[config.mk]
export PLATFORM = sky130hd
export DESIGN_NAME = sssp_core_dispatch_flat
export DESIGN_NICKNAME = d
export VERILOG_FILES = /design/src/rtl/sssp_core_dispatch_if.sv /design/src/rtl/sssp_core_dispatch.sv /design/src/flat_wrapper.sv
export SDC_FILE = /design/constraint.sdc
export NUM_CORES = 1
export LEC_CHECK = 0
export ABC_AREA = 1
export CORE_UTILIZATION = 35
export DETAILED_ROUTE_END_ITERATION = 8
export GPL_TIMING_DRIVEN = 0
export MAX_ROUTING_LAYER = met4
export SLEW_MARGIN = 25
export SYNTH_ARGS = -nofsm -noshare
export SYNTH_HDL_FRONTEND = slang
export SYNTH_SLANG_ARGS = --single-unit
[constraint.sdc]
create_clock -name ap_clk -period 5.37 [get_ports ap_clk]
set_input_delay 0.537 -clock ap_clk [delete_from_list [all_inputs] [get_ports ap_clk]]
set_output_delay 0.537 -clock ap_clk [all_outputs]
set_load 0.02 [all_outputs]
[src/rtl/sssp_core_dispatch_if.sv]
// Dequeue handshake plus the shared launch/completion bus between the dispatcher and its cores.
interface sssp_core_dispatch_if #(
    parameter int N_CORES  = 4,
    parameter int TQ_WIDTH = 64
);
    logic                task_in_valid;
    logic                task_in_ready;
    logic [TQ_WIDTH-1:0] task_in_data;
    logic [TQ_WIDTH-1:0] core_task;
    logic [N_CORES-1:0]  core_ap_start;
    logic [N_CORES-1:0]  core_ap_ready;
    logic [N_CORES-1:0]  core_ap_done;

    modport master (
        input  task_in_valid, task_in_data, core_ap_ready, core_ap_done,
        output task_in_ready, core_task, core_ap_start
    );

    modport slave (
        output task_in_valid, task_in_data, core_ap_ready, core_ap_done,
        input  task_in_ready, core_task, core_ap_start
    );
endinterface

[src/rtl/sssp_core_dispatch.sv]
// Single-entry task buffer feeding N cores round-robin, with per-core busy tracking,
// drain control, quiesce status and dispatched/completed debug counters.
module sssp_core_dispatch #(
    parameter int N_CORES  = 4,
    parameter int CNT_W    = 32,
    parameter int TQ_WIDTH = 64
) (
    input  logic                 ap_clk,
    input  logic                 ap_rst_n,
    sssp_core_dispatch_if.master bus,
    input  logic                 drain,
    output logic [N_CORES-1:0]   busy,
    output logic                 quiesced,
    output logic [CNT_W-1:0]     cnt_dispatched,
    output logic [CNT_W-1:0]     cnt_completed,
    output logic                 err_spurious_done
);
    localparam int PTR_W = (N_CORES > 1) ? $clog2(N_CORES) : 1;

    logic                buf_valid;
    logic [TQ_WIDTH-1:0] buf_data;
    logic [PTR_W-1:0]    rr_ptr;
    logic [PTR_W-1:0]    grant_idx;
    logic [PTR_W-1:0]    rr_next;
    logic [N_CORES-1:0]  eligible;
    logic [N_CORES-1:0]  grant_oh;
    logic [N_CORES-1:0]  done_ok;
    logic [N_CORES-1:0]  done_bad;
    logic                found;
    logic                launch;
    logic                load;

    function automatic logic [CNT_W-1:0] popcount(input logic [N_CORES-1:0] v);
        logic [CNT_W-1:0] c;
        c = '0;
        for (int i = 0; i < N_CORES; i++) c = c + CNT_W'(v[i]);
        return c;
    endfunction

    assign eligible = ~busy & bus.core_ap_ready;
    assign done_ok  = bus.core_ap_done & busy;
    assign done_bad = bus.core_ap_done & ~busy;

    // First eligible core at or above rr_ptr, wrapping modulo N_CORES.
    always_comb begin
        int idx;
        idx       = 0;
        found     = 1'b0;
        grant_idx = '0;
        for (int k = 0; k < N_CORES; k++) begin
            idx = int'(rr_ptr) + k;
            if (idx >= N_CORES) idx = idx - N_CORES;
            if (!found && eligible[idx[PTR_W-1:0]]) begin
                found     = 1'b1;
                grant_idx = idx[PTR_W-1:0];
            end
        end
    end

    always_comb begin
        grant_oh = '0;
        if (launch) grant_oh[grant_idx] = 1'b1;
    end

    assign launch  = buf_valid & ~drain & found;
    assign rr_next = (grant_idx == PTR_W'(N_CORES - 1)) ? '0 : grant_idx + 1'b1;

    // Reset gating keeps the dequeue port from handshaking while held in reset.
    assign bus.task_in_ready = ap_rst_n & (~buf_valid | launch);
    assign load              = bus.task_in_valid & bus.task_in_ready;
    assign bus.core_ap_start = grant_oh;
    assign bus.core_task     = buf_valid ? buf_data : '0;
    assign quiesced          = ~buf_valid & (busy == '0);

    always_ff @(posedge ap_clk or negedge ap_rst_n) begin
        if (!ap_rst_n) begin
            buf_valid         <= 1'b0;
            busy              <= '0;
            rr_ptr            <= '0;
            cnt_dispatched    <= '0;
            cnt_completed     <= '0;
            err_spurious_done <= 1'b0;
        end else begin
            if (load)        buf_valid <= 1'b1;
            else if (launch) buf_valid <= 1'b0;
            busy <= (busy & ~done_ok) | grant_oh;
            if (launch) begin
                rr_ptr         <= rr_next;
                cnt_dispatched <= cnt_dispatched + CNT_W'(1);
            end
            cnt_completed <= cnt_completed + popcount(done_ok);
            if (|done_bad) err_spurious_done <= 1'b1;
        end
    end

    // Task payload carries no reset; buf_valid qualifies it everywhere.
    always_ff @(posedge ap_clk) begin
        if (load) buf_data <= bus.task_in_data;
    end
endmodule

[src/flat_wrapper.sv]
// flat-port wrapper written by rule: the top's interface ports become plain ports
module sssp_core_dispatch_flat 
#(
    parameter int N_CORES  = 4,
    parameter int CNT_W    = 32,
    parameter int TQ_WIDTH = 64
)
  (ap_clk, ap_rst_n, drain, busy, quiesced, cnt_dispatched, cnt_completed, err_spurious_done, bus_task_in_valid, bus_task_in_data, bus_core_ap_ready, bus_core_ap_done, bus_task_in_ready, bus_core_task, bus_core_ap_start);
  sssp_core_dispatch_if #(.N_CORES(N_CORES), .TQ_WIDTH(TQ_WIDTH)) bus_i ();
  input  logic ap_clk;
  input  logic ap_rst_n;
  input  logic drain;
  output logic [N_CORES-1:0] busy;
  output logic quiesced;
  output logic [CNT_W-1:0] cnt_dispatched;
  output logic [CNT_W-1:0] cnt_completed;
  output logic err_spurious_done;
  input wire logic [$bits(bus_i.task_in_valid)-1:0] bus_task_in_valid;
  input wire logic [$bits(bus_i.task_in_data)-1:0] bus_task_in_data;
  input wire logic [$bits(bus_i.core_ap_ready)-1:0] bus_core_ap_ready;
  input wire logic [$bits(bus_i.core_ap_done)-1:0] bus_core_ap_done;
  output wire logic [$bits(bus_i.task_in_ready)-1:0] bus_task_in_ready;
  output wire logic [$bits(bus_i.core_task)-1:0] bus_core_task;
  output wire logic [$bits(bus_i.core_ap_start)-1:0] bus_core_ap_start;
  assign bus_i.task_in_valid = bus_task_in_valid;
  assign bus_i.task_in_data = bus_task_in_data;
  assign bus_i.core_ap_ready = bus_core_ap_ready;
  assign bus_i.core_ap_done = bus_core_ap_done;
  assign bus_task_in_ready = bus_i.task_in_ready;
  assign bus_core_task = bus_i.core_task;
  assign bus_core_ap_start = bus_i.core_ap_start;
  sssp_core_dispatch #(.N_CORES(N_CORES), .CNT_W(CNT_W), .TQ_WIDTH(TQ_WIDTH)) u_core (.ap_clk(ap_clk), .ap_rst_n(ap_rst_n), .bus(bus_i), .drain(drain), .busy(busy), .quiesced(quiesced), .cnt_dispatched(cnt_dispatched), .cnt_completed(cnt_completed), .err_spurious_done(err_spurious_done));
endmodule
# Word-level counts from Yosys, hierarchy flattened
# Cells that the tools add are included.
dict set report totals {
  reg_bits 136
  input_bits 76
  output_inout_bits 139
}
dict set report op_classes {
  addsub 13
  n_lt_le_gt_ge 10
  eq_ne 1
  muxes 27
  bitwise_logic 15
  n_reduce_logical 10
}
# op count
set ops {}
lappend ops {{32-bit by 1-bit adder with 32-bit output} 2}
lappend ops {{64-bit two-way mux} 1}
lappend ops {{32-bit by 1-bit adder with 32-bit output, second input constant} 1}
lappend ops {{32-bit adder} 1}
lappend ops {{2-bit two-way mux} 9}
lappend ops {{4-bit AND} 4}
lappend ops {{2-bit by 3-bit < comparator with 1-bit output, second input constant} 5}
lappend ops {{1-bit two-way mux} 11}
lappend ops {{3-bit greater-or-equal comparator, second input constant} 3}
lappend ops {{1-bit binary-select mux with 2-bit select} 4}
lappend ops {{4-bit NOT} 2}
lappend ops {{2-bit by 1-bit subtractor with 2-bit output, second input constant} 4}
lappend ops {{2-bit by 2-bit adder with 3-bit output, second input constant} 2}
lappend ops {{1-bit AND} 5}
lappend ops {{1-bit logical AND} 4}
lappend ops {{4-bit logical NOT} 1}
lappend ops {{4-bit two-way mux} 1}
lappend ops {{4-bit bitwise OR} 1}
lappend ops {{4-bit OR reduction} 1}
lappend ops {{2-bit by 1-bit adder with 3-bit output, second input constant} 1}
lappend ops {{2-bit by 3-bit greater-or-equal comparator with 1-bit output, second input constant} 1}
lappend ops {{1-bit logical NOT} 3}
lappend ops {{1-bit by 1-bit adder with 2-bit output} 1}
lappend ops {{2-bit by 1-bit adder with 2-bit output, second input constant} 1}
lappend ops {{6 further kinds} 7}

# Logic depth before layout (Yosys ltp)
# Gate-level depths: netlist of the first run.
dict set report depth {
  word_depth 20
  mapped_depth 15
  depth_no_buf 14
}

# Worst setup path before layout of the first run
# OpenSTA, ideal clock, no wires.
dict set report synth_path {
  kind {reg2reg}
  startpoint {register u_core.busy[1]}
  endpoint {register u_core.buf_data[0] (enable)}
  setup_time_ns 0.487
  arrival_time_ns 4.052
  required_ns 4.883
  setup_slack_ns 0.831
  path_stages_with_launch 11
  path_buffers 1
  period_less_slack_ns 4.539
  path_cell_list {dfrtp_1 inv_1 nand3_1 nand3_1 nand2_1 nand4_4 nand2_2 buf_6 nand2_1 nand2_1 nor2_1}
}
dict set report synth_between {
  elab_chain_len 18
}
# item line_no
set synth_lines {}
lappend synth_lines {{start: declaration} sssp_core_dispatch.sv:12} ;# output logic [N_CORES-1:0] busy,
lappend synth_lines {{start signal: assignment} sssp_core_dispatch.sv:86} ;# busy <= (busy & ~done_ok) | grant_oh;
lappend synth_lines {{4-bit NOT (*)} sssp_core_dispatch.sv:40} ;# assign eligible = ~busy & bus.core_ap_ready;
lappend synth_lines {{4-bit AND (*)} sssp_core_dispatch.sv:40}
lappend synth_lines {{1-bit binary-select mux with 2-bit select} sssp_core_dispatch.sv:53} ;# if (!found && eligible[idx[PTR_W-1:0]]) begin
lappend synth_lines {{1-bit two-way mux (implied by the code)} sssp_core_dispatch.sv:53}
lappend synth_lines {{1-bit two-way mux} sssp_core_dispatch.sv:53}
lappend synth_lines {{1-bit logical NOT} sssp_core_dispatch.sv:53}
lappend synth_lines {{1-bit logical AND} sssp_core_dispatch.sv:53}
lappend synth_lines {{1-bit two-way mux} sssp_core_dispatch.sv:53}
lappend synth_lines {{(+3 left out)} --}
lappend synth_lines {{1-bit logical NOT} sssp_core_dispatch.sv:53}
lappend synth_lines {{1-bit logical AND} sssp_core_dispatch.sv:53}
lappend synth_lines {{1-bit two-way mux (*)} sssp_core_dispatch.sv:53}
lappend synth_lines {{1-bit AND (*)} sssp_core_dispatch.sv:65} ;# assign launch = buf_valid & ~drain & found;
lappend synth_lines {{1-bit bitwise OR (*)} sssp_core_dispatch.sv:69} ;# assign bus.task_in_ready = ap_rst_n & (~buf_valid | launch);
lappend synth_lines {{1-bit AND (*)} sssp_core_dispatch.sv:69}
lappend synth_lines {{1-bit AND (*)} sssp_core_dispatch.sv:70} ;# assign load = bus.task_in_valid & bus.task_in_ready;
lappend synth_lines {{named net u_core.load} sssp_core_dispatch.sv:31} ;# logic load;
lappend synth_lines {{end signal: assignment} sssp_core_dispatch.sv:98} ;# if (load) buf_data <= bus.task_in_data;
lappend synth_lines {{end: declaration} sssp_core_dispatch.sv:21} ;# logic [TQ_WIDTH-1:0] buf_data;
# The timed path passes the listed nets; every way through them passes the cells marked *. The select of a mux whose other input is x is not followed.
# A chain may end at the register's enable or synchronous reset.

# Worst setup path after layout of the first run
dict set report layout_path {
  startpoint {input port bus_core_ap_ready[1]}
  endpoint {output port bus_core_ap_start[0]}
}
dict set report layout_between {
  elab_chain_len 18
}
# item line_no
set layout_lines {}
lappend layout_lines {{start: declaration} flat_wrapper.sv:20} ;# input wire logic [$bits(bus_i.core_ap_ready)-1:0] bus_core_ap_ready;
lappend layout_lines {{4-bit AND (*)} sssp_core_dispatch.sv:40}
lappend layout_lines {{1-bit binary-select mux with 2-bit select} sssp_core_dispatch.sv:53}
lappend layout_lines {{1-bit two-way mux (implied by the code)} sssp_core_dispatch.sv:53}
lappend layout_lines {{1-bit two-way mux} sssp_core_dispatch.sv:53}
lappend layout_lines {{1-bit logical NOT} sssp_core_dispatch.sv:53}
lappend layout_lines {{1-bit logical AND} sssp_core_dispatch.sv:53}
lappend layout_lines {{1-bit two-way mux} sssp_core_dispatch.sv:53}
lappend layout_lines {{1-bit logical NOT} sssp_core_dispatch.sv:53}
lappend layout_lines {{(+2 left out)} --}
lappend layout_lines {{1-bit logical NOT} sssp_core_dispatch.sv:53}
lappend layout_lines {{1-bit logical AND} sssp_core_dispatch.sv:53}
lappend layout_lines {{2-bit two-way mux} sssp_core_dispatch.sv:53}
lappend layout_lines {{2-bit by 3-bit < comparator with 1-bit output (implied by the code) or 2-bit by 1-bit greater-or-equal comparator with 1-bit output (tied branches)} sssp_core_dispatch.sv:62} ;# if (launch) grant_oh[grant_idx] = 1'b1;
lappend layout_lines {{1-bit logical AND (implied by the code)} sssp_core_dispatch.sv:62}
lappend layout_lines {{1-bit two-way mux (implied by the code)} sssp_core_dispatch.sv:62}
lappend layout_lines {{1-bit demux with 2-bit select} --}
lappend layout_lines {{4-bit two-way mux (*)} sssp_core_dispatch.sv:62}
lappend layout_lines {{end: declaration} flat_wrapper.sv:24} ;# output wire logic [$bits(bus_i.core_ap_start)-1:0] bus_core_ap_start;
# Mark *: on every way between the ends. The rest lies on a longest branch, timed or not. The select of a mux whose other input is x is not followed.

==> results of run 1 <==
## worst min-delay path by stage
| stage | startpoint | end | slack (ns) | cells after the start |
|---|---|---|---|---|
| 5_1_grt | ap_rst_n | u_core.cnt_completed[14] | 0.05 | 1 |
| 4_1_cts | ap_rst_n | u_core.cnt_completed[14] | 0.03 | 1 |
| 6_report | ap_rst_n | u_core.cnt_completed[14] | 0.03 | 1 |
| 3_5_place_dp | u_core.cnt_completed[31] | u_core.cnt_completed[31] | 0.47 | 1 |
| 3_3_place_gp | u_core.cnt_completed[31] | u_core.cnt_completed[31] | 0.46 | 1 |
| 2_1_floorplan | ap_rst_n | u_core.buf_valid | 0.24 | 0 |
## per-stage QoR
step	hold WS, ns	util (%)	setup slack, ns	total power, mW	std cells
final	0.0336	51.7	1.86	4.03	1298
after global routing	0.0548	51.7	1.65	4.29	1298
after CTS	0.0333	51.7	1.83	4.09	1298
after detailed placement	0.472	48.9	1.79	2.95	1266
after global placement	0.462	48.4	-3.07	2.93	1263
after floorplan	0.241	-	0.831	2.27	784
## final cells by class
class | instances | area share, %
timing repair buffer | 217 | 22.1
clock buffer | 17 | 4.24
inverter | 115 | 4.33
buffer | 20 | 1.26
clock inverter | 15 | 1.31
tap | 265 | 3.30
multi-input combinational | 513 | 26.4
sequential | 136 | 37.1
## layer usage
metal  share of wire [%]  GRT usage [%]  wire length, um  vias to the layer above
li1                    -              -                -                     2939
met2                  46           30.9             8550                      175
met4                 1.9           7.13              344                        0
met5                   0              -                0                        -
met3                 6.8           4.53             1260                       19
met1                  45           23.9             8300                     2598
## state kept, by name, summed over array words and instances (netlist names)
| signal | flops |
|---|---|
| u_core.cnt_completed | 32 |
| u_core.buf_valid | 1 |
| u_core.cnt_dispatched | 32 |
| u_core.rr_ptr | 2 |
| u_core.buf_data | 64 |
| u_core.err_spurious_done | 1 |
| u_core.busy | 4 |
## worst max-delay path, stage by stage
cell and delay (ns):
sky130_fd_sc_hd__clkdlybuf4s50_1 0.43, sky130_fd_sc_hd__nand3_1 0.14, sky130_fd_sc_hd__nand3_1 0.09, sky130_fd_sc_hd__nand2_1 0.17
sky130_fd_sc_hd__nand4_4 0.16, sky130_fd_sc_hd__buf_4 0.22, sky130_fd_sc_hd__nand2_1 0.08, sky130_fd_sc_hd__nand2_1 0.09
sky130_fd_sc_hd__inv_1 0.10, sky130_fd_sc_hd__ha_1 0.14, sky130_fd_sc_hd__inv_1 0.05, sky130_fd_sc_hd__nor2_1 0.13
sky130_fd_sc_hd__clkdlybuf4s50_1 0.62
## where the power goes
part | leakage [nW] | switching, mW | internal, mW
Clock | 0.270 | 0.516 | 0.611
Sequential | 1.57 | 0.112 | 1.22
Combinational | 2.68 | 0.911 | 0.660
## kinds of logic (layout without fill, tap and decap cells)
family | after synthesis | in the layout | synth area share [%]
AND/OR/NAND/NOR | 437 | 437 | 27.9
flip-flops | 136 | 136 | 53.8
buffers and inverters | 135 | 384 | 8.10
XOR/XNOR | 49 | 49 | 6.20
AO/OA/AOI/OAI | 15 | 15 | 1.66
adder cells (fa/ha/maj) | 12 | 12 | 2.39
## layout by cell type, fill, tap and decap left out, types with 3 or more instances in the layout
| cell | n |
|---|---|
| sky130_fd_sc_hd__clkbuf_16 | 17 |
| sky130_fd_sc_hd__nor3_1 | 19 |
| sky130_fd_sc_hd__nand2_1 | 263 |
| sky130_fd_sc_hd__dfrtp_1 | 72 |
| sky130_fd_sc_hd__nand3_1 | 59 |
| sky130_fd_sc_hd__buf_2 | 5 |
| sky130_fd_sc_hd__o21ai_0 | 7 |
| sky130_fd_sc_hd__inv_8 | 4 |
| sky130_fd_sc_hd__nand4_1 | 9 |
| sky130_fd_sc_hd__clkdlybuf4s50_1 | 213 |
| sky130_fd_sc_hd__xor2_1 | 23 |
| sky130_fd_sc_hd__nor2_1 | 47 |
| sky130_fd_sc_hd__inv_6 | 7 |
| sky130_fd_sc_hd__nor2_2 | 9 |
| sky130_fd_sc_hd__clkbuf_1 | 8 |
| sky130_fd_sc_hd__buf_6 | 4 |
| sky130_fd_sc_hd__edfxtp_1 | 64 |
| sky130_fd_sc_hd__inv_1 | 113 |
| sky130_fd_sc_hd__nand2_2 | 10 |
| sky130_fd_sc_hd__xnor2_1 | 26 |
| sky130_fd_sc_hd__nand3b_1 | 8 |
| sky130_fd_sc_hd__nor3_2 | 3 |
| sky130_fd_sc_hd__ha_1 | 10 |
| sky130_fd_sc_hd__o22ai_2 | 4 |
==> metrics.json, run 1 <==
{
  "cts_max_path_buffers": 2,
  "min_path_type": "input port to async pin",
  "achievable-frequency_mhz": 285,
  "syn-num-nets": 872,
  "synth_largest_type_area_fraction_pct": 27.8,
  "critical_path.endpoint_type": "output port",
  "postCtsSetupRepairBufs": 0,
  "numPortBuffers": 214,
  "post_route_cells_drive_above_1_share_pct": 8.03,
  "grt_pass1_vias": 5462,
  "yosys.cell_count.top_type": "sky130_fd_sc_hd__nand2_1",
  "design.die.area_um2": 20300,
  "cap_viol_max_count": 0,
  "post_cts.resized_instances": 0,
  "crit_path_end": "bus_core_ap_start[0]",
  "crit_arrival_ns": 2.97,
  "finalCriticalPeriod_ns": 3.51,
  "hold_buffer_count_at_cts": 0,
  "critical_path.startpoint_type": "input port",
  "gr-total-overflow": 0,
  "power-per-cell-area_nw_per_um2": 402,
  "grt_first_pass_wirelength_mm": 29.0,
  "design.portCount": 215,
  "die_w_um": 143,
  "rows": 51,
  "setup_crit_path_kind": "input port to output port",
  "post_synth_instance_area_um2": 6920,
  "core_um2": 19400,
  "multi_input_comb_area_um2": 2650,
  "cts_num_sinks": 136,
  "vdd_ir_drop_max_mv": 0.242,
  "num-fill-cells": 1881,
  "synth_commonest_cells": "263 x sky130_fd_sc_hd__nand2_1, 113 x sky130_fd_sc_hd__inv_1, 72 x sky130_fd_sc_hd__dfrtp_1",
  "timing.max_slew.rel_slack_pct": 58.8,
  "path_max_fanout": 10,
  "cp_data_required_time_ns": 4.83,
  "synthCells": 784,
  "drt_pass1_iterations": 4,
  "report.final.slew_viol_count": 0,
  "grt_max_degree": 47,
  "timing.critical_path.from": "bus_core_ap_ready[1]",
  "routabilityCongestion": 0.888,
  "critical_register_to_register_path_endpoint": "u_core.cnt_completed[24]",
  "antennaDiodeCount": 0,
  "tritoncts": "yes",
  "synth_largest_area_cell": "sky130_fd_sc_hd__edfxtp_1",
  "synth_seq_cells": 136,
  "htree_num_levels": 4,
  "fin_setup_tns_ns": 0,
  "drcViolationCount": 0,
  "grt_setup_unrepaired": "false",
  "die_y_um": 143,
  "routed_wire_length_per_instance_um": 14.2,
  "cts-buffers-inserted": 17,
  "setup_viol": 0,
  "synth-edff-count": 64,
  "leakage_nw": 4.51,
  "ctsRootBufferMaster": "sky130_fd_sc_hd__clkbuf_16",
  "synth.top_cells.by_area": "sky130_fd_sc_hd__edfxtp_1 28%, sky130_fd_sc_hd__dfrtp_1 26%, sky130_fd_sc_hd__nand2_1 14%",
  "synthToLayoutAreaGrowth_pct": 44.9,
  "reg2regPathDepth": 14,
  "synth_top_flop_cell": "sky130_fd_sc_hd__dfrtp_1",
  "yosys.cell_types.count": 36,
  "asyncSetResetFlopFracSynth_pct": 52.9,
  "stdcell_area_um2": 10000,
  "final_min_period_over_clock_period_pct": 65.4,
  "dp_hpwl_mm": 14.1,
  "setup_slack_of_the_most_critical_reg_to_reg_path_ns": 2.45,
  "postRouteAntennaNets": 0,
  "finalHoldViolCount": 0,
  "seq_area_um2": 3720,
  "timing.clock.skew_ns": 0.00965,
  "floorplan.initialDensity_pct": 35.7,
  "ys.warnings.count": 0,
  "drt-initial-drc-count": 239,
  "route.vias.total": 5731,
  "routed_wl_mm": 18.5,
  "place_area_um2": 9480,
  "path_clk_slew_ns": 0.07,
  "max_slew.worst_pin.slew_ns": 0.617,
  "num-nets-final": 1108,
  "yosysSeqAreaShare_pct": 53.8,
  "vias_per_cell": 4.42,
  "run_status": "completed",
  "avgSynthCellArea_um2": 8.83,
  "total_grt_usage_pct": 19.4,
  "clock_insertion_delay_worst_skew_ns": 0.42,
  "critical_path.reg2reg.startpoint": "u_core.busy[0]",
  "antenna_violations_before_repair": 0
}
Power figures use the tool's default switching activity.
==> run 2, diff against run 1 <==
==> constraint.sdc (replaced) <==
create_clock -name ap_clk -period 3.3 [get_ports ap_clk]
set_input_delay 0.33 -clock ap_clk [delete_from_list [all_inputs] [get_ports ap_clk]]
set_output_delay 0.33 -clock ap_clk [all_outputs]
set_load 0.02 [all_outputs]
==> run 2 against run 1 <==
Compared with the run above: worst setup slack worse by 1.5 ns; critical path type is now register to output port; power is 63% higher; utilization is 0.11 points higher; first-iteration DRC count is 9.6% higher; wire length is 0.46% higher.
==> metrics.json, run 2 (synthesized netlist as in run 1, its figures left out) <==
{
  "crit_arrival": {"value": 2.66, "unit": "ns", "change": "was 2.97 ns"},
  "layout_commonest_cell": {"value": "sky130_fd_sc_hd__nand2_1", "change": "unchanged"},
  "cts-buffers-inserted": {"value": 17, "change": "unchanged"},
  "report.final.slew_viol_count": {"value": 0, "change": "unchanged"},
  "design.portCount": {"value": 215, "change": "unchanged"},
  "timing.critical_path.from": {"value": "u_core.busy[3]", "change": "was bus_core_ap_ready[1]"},
  "routed_wl": {"value": 18.5, "unit": "mm", "change": "about the same"},
  "finalCriticalPeriod_ns": 2.99,
  "htree_num_levels": {"value": 4, "change": "unchanged"},
  "critical_path.startpoint_type": {"value": "register", "change": "was input port"},
  "rows": {"value": 51, "change": "unchanged"},
  "setup_crit_path_kind": {"value": "register to output port", "change": "was input port to output port"},
  "finalHoldViolCount": {"value": 0, "change": "unchanged"},
  "postRouteAntennaNets": {"value": 0, "change": "unchanged"},
  "cp_data_required_time": {"value": 2.97, "unit": "ns", "change": "was 4.83 ns"},
  "design.die.area": {"value": 20300, "unit": "um2", "change": "unchanged"},
  "drcViolationCount": {"value": 0, "change": "unchanged"},
  "vias_per_cell": {"value": 4.45, "change": "was 4.42"},
  "path_clk_slew": {"value": 0.06, "unit": "ns", "change": "was 0.07 ns"},
  "reg2regPathDepth": {"value": 14, "change": "unchanged"},
  "timing.max_slew.rel_slack": {"value": 56.8, "unit": "%", "change": "was 58.8%"},
  "critical_path.endpoint_type": {"value": "output port", "change": "unchanged"},
  "gr-total-overflow": {"value": 0, "change": "unchanged"},
  "dp_hpwl": {"value": 14.1, "unit": "mm", "change": "about the same"},
  "path_max_fanout": {"value": 10, "change": "unchanged"},
  "floorplan.initialDensity": {"value": 35.7, "unit": "%", "change": "unchanged"},
  "route.vias.total": {"value": 5782, "change": "was 5731"},
  "layout.core_utilization": {"value": 51.8, "unit": "%", "change": "was 51.7%"},
  "total_grt_usage": {"value": 19.2, "unit": "%", "change": "was 19.4%"},
  "cts_num_sinks": {"value": 136, "change": "unchanged"},
  "ctsRootBufferMaster": {"value": "sky130_fd_sc_hd__clkbuf_16", "change": "unchanged"},
  "die_w": {"value": 143, "unit": "um", "change": "unchanged"},
  "drt_pass1_iterations": {"value": 5, "change": "was 4"},
  "achievable-frequency_mhz": 335,
  "routed_wire_length_per_instance": {"value": 14.3, "unit": "um", "change": "was 14.2 um"},
  "clock_insertion_delay_worst_skew": {"value": 0.42, "unit": "ns", "change": "about the same"},
  "cap_viol_max_count": {"value": 0, "change": "unchanged"},
  "tritoncts": {"value": "yes", "change": "unchanged"},
  "synthToLayoutAreaGrowth": {"value": 45.2, "unit": "%", "change": "was 44.9%"},
  "antenna_violations_before_repair": {"value": 0, "change": "unchanged"},
  "regMostFlops": {"value": "u_core.buf_data", "change": "unchanged"},
  "cts_max_path_buffers": {"value": 2, "change": "unchanged"},
  "post_route_cells_drive_above_1_share": {"value": 7.93, "unit": "%", "change": "was 8.03%"},
  "stdcell_area": {"value": 10100, "unit": "um2", "change": "was 10000 um2"},
  "min_path_type": {"value": "input port to async pin", "change": "unchanged"},
  "final_min_period_over_clock_period_pct": 90.5,
  "timing.clock.skew": {"value": 0.00864, "unit": "ns", "change": "was 0.00965 ns"},
  "flip_flop_count_of_the_largest_register_after_layout": {"value": 64, "change": "unchanged"},
  "vdd_ir_drop_max": {"value": 0.342, "unit": "mV", "change": "was 0.242 mV"},
  "multi_input_comb_area": {"value": 2650, "unit": "um2", "change": "unchanged"},
  "place_area": {"value": 9480, "unit": "um2", "change": "unchanged"},
  "grt_max_degree": {"value": 52, "change": "was 47"},
  "routabilityCongestion": {"value": 0.910, "change": "was 0.888"},
  "final.hold.worst_slack": {"value": 0.367, "unit": "ns", "change": "was 0.0336 ns"},
  "critical_path.reg2reg.startpoint": {"value": "u_core.busy[0]", "change": "unchanged"},
  "final_cell_mix": {"value": "263 x sky130_fd_sc_hd__nand2_1, 209 x sky130_fd_sc_hd__clkdlybuf4s50_1, 113 x sky130_fd_sc_hd__inv_1", "change": "was 263 x sky130_fd_sc_hd__nand2_1, 213 x sky130_fd_sc_hd__clkdlybuf4s50_1, 113 x sky130_fd_sc_hd__inv_1"},
  "total_power": {"value": 6.56, "unit": "mW", "change": "was 4.03 mW"},
  "biggestRegsByFlops": {"value": "u_core.buf_data: 64 flops, u_core.cnt_completed: 32 flops, u_core.cnt_dispatched: 32 flops", "change": "unchanged"},
  "num-fill-cells": {"value": 1876, "change": "was 1881"},
  "die_y": {"value": 143, "unit": "um", "change": "unchanged"},
  "run_status": {"value": "completed", "change": "unchanged"},
  "grt_first_pass_wirelength": {"value": 28.6, "unit": "mm", "change": "was 29.0 mm"},
  "num-nets-final": {"value": 1109, "change": "was 1108"},
  "grt_pass1_vias": {"value": 5391, "change": "was 5462"},
  "core": {"value": 19400, "unit": "um2", "change": "unchanged"},
  "drt-initial-drc-count": {"value": 262, "change": "was 239"},
  "antennaDiodeCount": {"value": 0, "change": "unchanged"},
  "leakage": {"value": 4.57, "unit": "nW", "change": "was 4.51 nW"},
  "numPortBuffers": {"value": 214, "change": "unchanged"},
  "seq_area": {"value": 3720, "unit": "um2", "change": "unchanged"},
  "power-per-cell-area": {"value": 652, "unit": "nW/um2", "change": "was 402 nW/um2"},
  "grt_setup_unrepaired": {"value": "false", "change": "unchanged"},
  "setup_viol": {"value": 0, "change": "unchanged"},
  "max_slew.worst_pin.slew": {"value": 0.648, "unit": "ns", "change": "was 0.617 ns"}
}
[run 2: final timing paths]
kind	end	slack, ns
setup reg to reg	u_core.cnt_completed[26]	0.39
min in group ap_clk	u_core.buf_data[61]	0.46
max in group asynchronous	u_core.cnt_dispatched[13]	2.34
hold / removal	u_core.cnt_completed[14]	0.37
hold reg to reg	u_core.cnt_completed[31]	0.47
setup / recovery	bus_core_ap_start[0]	0.31
[run 2: per-layer routing]
layer	vias to the layer above	GRT usage (%)	share of wire [%]
li1	2949	-	-
met1	2635	23.3	45
met2	180	30.6	47
met3	18	4.43	6.7
met4	0	7.87	1.6
met5	-	-	0
[run 2: stage by stage]
stage	instances	setup slack (ns)	TNS (ns)
final	1299	0.312	0
after floorplan	784	0.543	0
after global routing	1299	0.0713	0
after detailed placement	1266	-0.0818	-0.222
after global placement	1263	-2.49	-222.40
after CTS	1299	0.0141	0
[run 2: area by class of cell]
cell class                      instances  area share, %
Buffer                                 20           1.26
Clock buffer                           17           4.23
Clock inverter                         15           1.39
Inverter                              115           4.32
Multi-Input combinational cell        513           26.3
Sequential cell                       136           37.0
Tap cell                              265           3.30
Timing Repair Buffer                  218           22.2
[run 2: worst max-delay path: stages, from the launching register on]
cell	delay [ns]
sky130_fd_sc_hd__dfrtp_1	0.42
sky130_fd_sc_hd__inv_1	0.12
sky130_fd_sc_hd__nand3_1	0.14
sky130_fd_sc_hd__nand3_1	0.09
sky130_fd_sc_hd__nand2_1	0.17
sky130_fd_sc_hd__nand4_4	0.16
sky130_fd_sc_hd__buf_4	0.22
sky130_fd_sc_hd__nand2_1	0.08
sky130_fd_sc_hd__nand2_1	0.09
sky130_fd_sc_hd__inv_1	0.09
sky130_fd_sc_hd__ha_1	0.14
sky130_fd_sc_hd__inv_1	0.05
sky130_fd_sc_hd__nor2_1	0.13
sky130_fd_sc_hd__dlygate4sd2_1	0.35
[run 2: power by group]
part | switching (mW) | leakage [nW] | internal [mW]
clock network | 0.789 | 0.277 | 1.05
registers | 0.178 | 1.57 | 1.99
logic | 1.49 | 2.73 | 1.07
[run 2: timing repair]
| action | CTS | global route |
|---|---|---|
| endpoints found under the hold margin | 23 | 0 |
| buffers inserted | 0 | 0 |
| setup endpoints to repair | 2 | 2 |
| resized for setup | 2 | 2 |
| hold buffers | 1 | 0 |
==> run 3, diff against run 2 <==
--- a/config.mk
+++ b/config.mk
@@ -9,7 +9,6 @@
 export CORE_UTILIZATION = 35
 export DETAILED_ROUTE_END_ITERATION = 8
 export GPL_TIMING_DRIVEN = 0
-export MAX_ROUTING_LAYER = met4
 export SLEW_MARGIN = 25
 export SYNTH_ARGS = -nofsm -noshare
 export SYNTH_HDL_FRONTEND = slang
==> run 3 against run 2 <==
Compared with the run above: critical path depth is 2 lower; register-to-register slack hardly changed; worst hold slack better by 0.015 ns; die area stayed put; non-clock buffer count stayed put; cell count stayed put; clock skew is 0.0018 ns higher; sequential power hardly changed; count of clock-buffer cells in the layout stayed put; worst setup slack worse by 0.018 ns; utilization is 0.058 points lower.
==> metrics.json, run 3 (synthesized netlist as in run 1, its figures left out) <==
{
  "achievable-frequency": {"value": 333, "unit": "MHz", "change": "was 335 MHz"},
  "report.final.slew_viol_count": {"value": 0, "change": "unchanged"},
  "antenna_violations_before_repair": {"value": 0, "change": "unchanged"},
  "vdd_ir_drop_max": {"value": 0.396, "unit": "mV", "change": "was 0.342 mV"},
  "power_report.internal_total": {"value": 4.05, "unit": "mW", "change": "was 4.11 mW"},
  "die_w": {"value": 143, "unit": "um", "change": "unchanged"},
  "drt-initial-drc-count": {"value": 253, "change": "was 262"},
  "floorplan.initialDensity": {"value": 35.7, "unit": "%", "change": "unchanged"},
  "antennaDiodeCount": {"value": 0, "change": "unchanged"},
  "timing.final.ws_setup": {"value": 0.294, "unit": "ns", "change": "was 0.312 ns"},
  "ctsRootBufferMaster": {"value": "sky130_fd_sc_hd__clkbuf_16", "change": "unchanged"},
  "path_max_fanout": {"value": 10, "change": "unchanged"},
  "run_status": {"value": "completed", "change": "unchanged"},
  "routed_wl": {"value": 18.7, "unit": "mm", "change": "was 18.5 mm"},
  "synthToLayoutAreaGrowth": {"value": 45.1, "unit": "%", "change": "was 45.2%"},
  "timing.max_slew.rel_slack": {"value": 59.5, "unit": "%", "change": "was 56.8%"},
  "biggestRegsByFlops": {"value": "u_core.buf_data: 64 flops, u_core.cnt_completed: 32 flops, u_core.cnt_dispatched: 32 flops", "change": "unchanged"},
  "route.vias.total": {"value": 5799, "change": "was 5782"},
  "routed_wire_length_per_instance": {"value": 14.4, "unit": "um", "change": "was 14.3 um"},
  "finalHoldViolCount": {"value": 0, "change": "unchanged"},
  "switching_power": {"value": 2.50, "unit": "mW", "change": "was 2.45 mW"},
  "final_cell_mix": {"value": "263 x sky130_fd_sc_hd__nand2_1, 209 x sky130_fd_sc_hd__clkdlybuf4s50_1, 113 x sky130_fd_sc_hd__inv_1", "change": "unchanged"},
  "design.portCount": {"value": 215, "change": "unchanged"},
  "rows": {"value": 51, "change": "unchanged"},
  "grt_first_pass_wirelength": {"value": 28.7, "unit": "mm", "change": "was 28.6 mm"},
  "cp_data_required_time": {"value": 2.97, "unit": "ns", "change": "about the same"},
  "cap_viol_max_count": {"value": 0, "change": "unchanged"},
  "cts_num_sinks": {"value": 136, "change": "unchanged"},
  "drcViolationCount": {"value": 0, "change": "unchanged"},
  "vias_per_cell": {"value": 4.46, "change": "was 4.45"},
  "setup_viol": {"value": 0, "change": "unchanged"},
  "die_y": {"value": 143, "unit": "um", "change": "unchanged"},
  "leakage": {"value": 4.55, "unit": "nW", "change": "was 4.57 nW"},
  "setup_crit_path_kind": {"value": "register to output port", "change": "unchanged"},
  "crit_arrival": {"value": 2.68, "unit": "ns", "change": "was 2.66 ns"},
  "placement.setup.worst_slack": {"value": -0.0645, "unit": "ns", "change": "was -0.0818 ns"},
  "finalCriticalPeriod": {"value": 3.01, "unit": "ns", "change": "was 2.99 ns"},
  "max_slew.worst_pin.slew": {"value": 0.607, "unit": "ns", "change": "was 0.648 ns"},
  "critical_path.startpoint_type": {"value": "register", "change": "unchanged"},
  "clkPwrFrac": {"value": 27.9, "unit": "%", "change": "was 28.0%"},
  "final_min_period_over_clock_period": {"value": 91.1, "unit": "%", "change": "was 90.5%"},
  "power.combinational.fraction": {"value": 39.0, "unit": "%", "change": "was 38.9%"},
  "clock_insertion_delay_worst_skew": {"value": 0.43, "unit": "ns", "change": "was 0.42 ns"},
  "postRouteAntennaNets": {"value": 0, "change": "unchanged"},
  "regMostFlops": {"value": "u_core.buf_data", "change": "unchanged"},
  "timing.clock.skew": {"value": 0.0105, "unit": "ns", "change": "was 0.00864 ns"},
  "power-per-cell-area": {"value": 652, "unit": "nW/um2", "change": "about the same"},
  "dp_hpwl": {"value": 14.2, "unit": "mm", "change": "was 14.1 mm"},
  "numPortBuffers": {"value": 214, "change": "unchanged"},
  "total_grt_usage": {"value": 18.7, "unit": "%", "change": "was 19.2%"},
  "num-nets-final": {"value": 1109, "change": "unchanged"},
  "critical_path.endpoint_type": {"value": "output port", "change": "unchanged"},
  "htree_num_levels": {"value": 4, "change": "unchanged"},
  "grt_setup_unrepaired": {"value": "false", "change": "unchanged"},
  "layout_commonest_cell": {"value": "sky130_fd_sc_hd__nand2_1", "change": "unchanged"},
  "post_route_cells_drive_above_1_share": {"value": 8.03, "unit": "%", "change": "was 7.93%"},
  "grt_max_degree": {"value": 52, "change": "unchanged"},
  "drt_pass1_iterations": {"value": 5, "change": "unchanged"},
  "seqPwrFrac": {"value": 33.1, "unit": "%", "change": "about the same"},
  "cts-buffers-inserted": {"value": 17, "change": "unchanged"},
  "design.die.area": {"value": 20300, "unit": "um2", "change": "unchanged"},
  "switching_share": {"value": 38.2, "unit": "%", "change": "was 37.4%"},
  "path_clk_slew": {"value": 0.06, "unit": "ns", "change": "about the same"},
  "flip_flop_count_of_the_largest_register_after_layout": {"value": 64, "change": "unchanged"},
  "core": {"value": 19400, "unit": "um2", "change": "unchanged"},
  "reg2regPathDepth": {"value": 14, "change": "unchanged"},
  "grt_pass1_vias": {"value": 5320, "change": "was 5391"},
  "total_power": {"value": 6.55, "unit": "mW", "change": "was 6.56 mW"},
  "min_path_type": {"value": "input port to async pin", "change": "unchanged"},
  "gr-total-overflow": {"value": 0, "change": "unchanged"},
  "cts_max_path_buffers": {"value": 2, "change": "unchanged"},
  "routabilityCongestion": {"value": 0.873, "change": "was 0.910"},
  "tritoncts": {"value": "yes", "change": "unchanged"}
}
## run 3: power by group through the flow
stage          Sequential [mW]  Combinational [mW]  Clock, mW
2_1_floorplan             2.30                1.39          0
3_5_place_dp              2.21                2.59          0
3_3_place_gp              2.21                2.55          0
4_1_cts                   2.17                2.59       1.88
6_report                  2.17                2.55       1.83
5_1_grt                   2.20                2.80       1.95
## run 3: path summary, 6_finish.rpt
path | to | slack, ns | startpoint
setup / recovery | bus_task_in_ready | 0.29 | u_core.busy[1]
hold / removal | u_core.cnt_completed[14] | 0.38 | ap_rst_n
setup reg to reg | u_core.cnt_completed[26] | 0.38 | u_core.busy[0]
hold reg to reg | u_core.cnt_completed[31] | 0.47 | u_core.cnt_completed[31]
max in group asynchronous | u_core.cnt_dispatched[5] | 2.34 | ap_rst_n
min in group ap_clk | u_core.buf_data[55] | 0.45 | bus_task_in_data[55]
## run 3: metrics by stage
step	setup TNS [ns]	hold WS, ns	cell area (um2)	cells	utilization, %
6_report	0	0.382	10000	1299	51.8
5_1_grt	0	0.398	10000	1299	51.8
4_1_cts	0	0.346	10000	1299	51.8
3_5_place_dp	-0.173	0.262	9480	1266	48.9
3_3_place_gp	-224.33	0.464	9400	1263	48.5
2_1_floorplan	0	0.0344	6930	784	-
## run 3: area by class of cell
type	instances	area, um2
Inverter	115	434
Buffer	20	126
Clock buffer	17	425
Multi-Input combinational cell	513	2650
Sequential cell	136	3720
Clock inverter	15	133
Timing Repair Buffer	218	2220
Fill cell	1883	9360
Tap cell	265	332
## run 3: layer usage
| metal | track usage (%) | part of all wire, % | vias up |
|---|---|---|---|
| met5 | 0 | 0 | - |
| met4 | 5.94 | 1.5 | 0 |
| met3 | 5.70 | 7.1 | 15 |
| met2 | 31.1 | 47 | 193 |
| met1 | 23.3 | 44 | 2652 |
| li1 | - | - | 2939 |
## run 3: worst max-delay path, cell delays in order (launching register included)
cell	delay, ns
sky130_fd_sc_hd__dfrtp_1	0.40
sky130_fd_sc_hd__inv_1	0.16
sky130_fd_sc_hd__nand3_1	0.16
sky130_fd_sc_hd__nand3_1	0.12
sky130_fd_sc_hd__nand2_1	0.13
sky130_fd_sc_hd__nand4_4	0.16
sky130_fd_sc_hd__nand2_2	0.09
sky130_fd_sc_hd__buf_6	0.16
sky130_fd_sc_hd__nand2_1	0.08
sky130_fd_sc_hd__nand2_1	0.11
sky130_fd_sc_hd__inv_1	0.07
sky130_fd_sc_hd__clkdlybuf4s50_1	0.60
## run 3: timing repair
action / 4_1_cts / 5_1_grt
hold endpoints to repair: 23 / 0
gates resized for setup: 3 / 1
endpoints found under the setup margin: 3 / 1
hold buffers: 1 / 0
setup buffers: 0 / 0
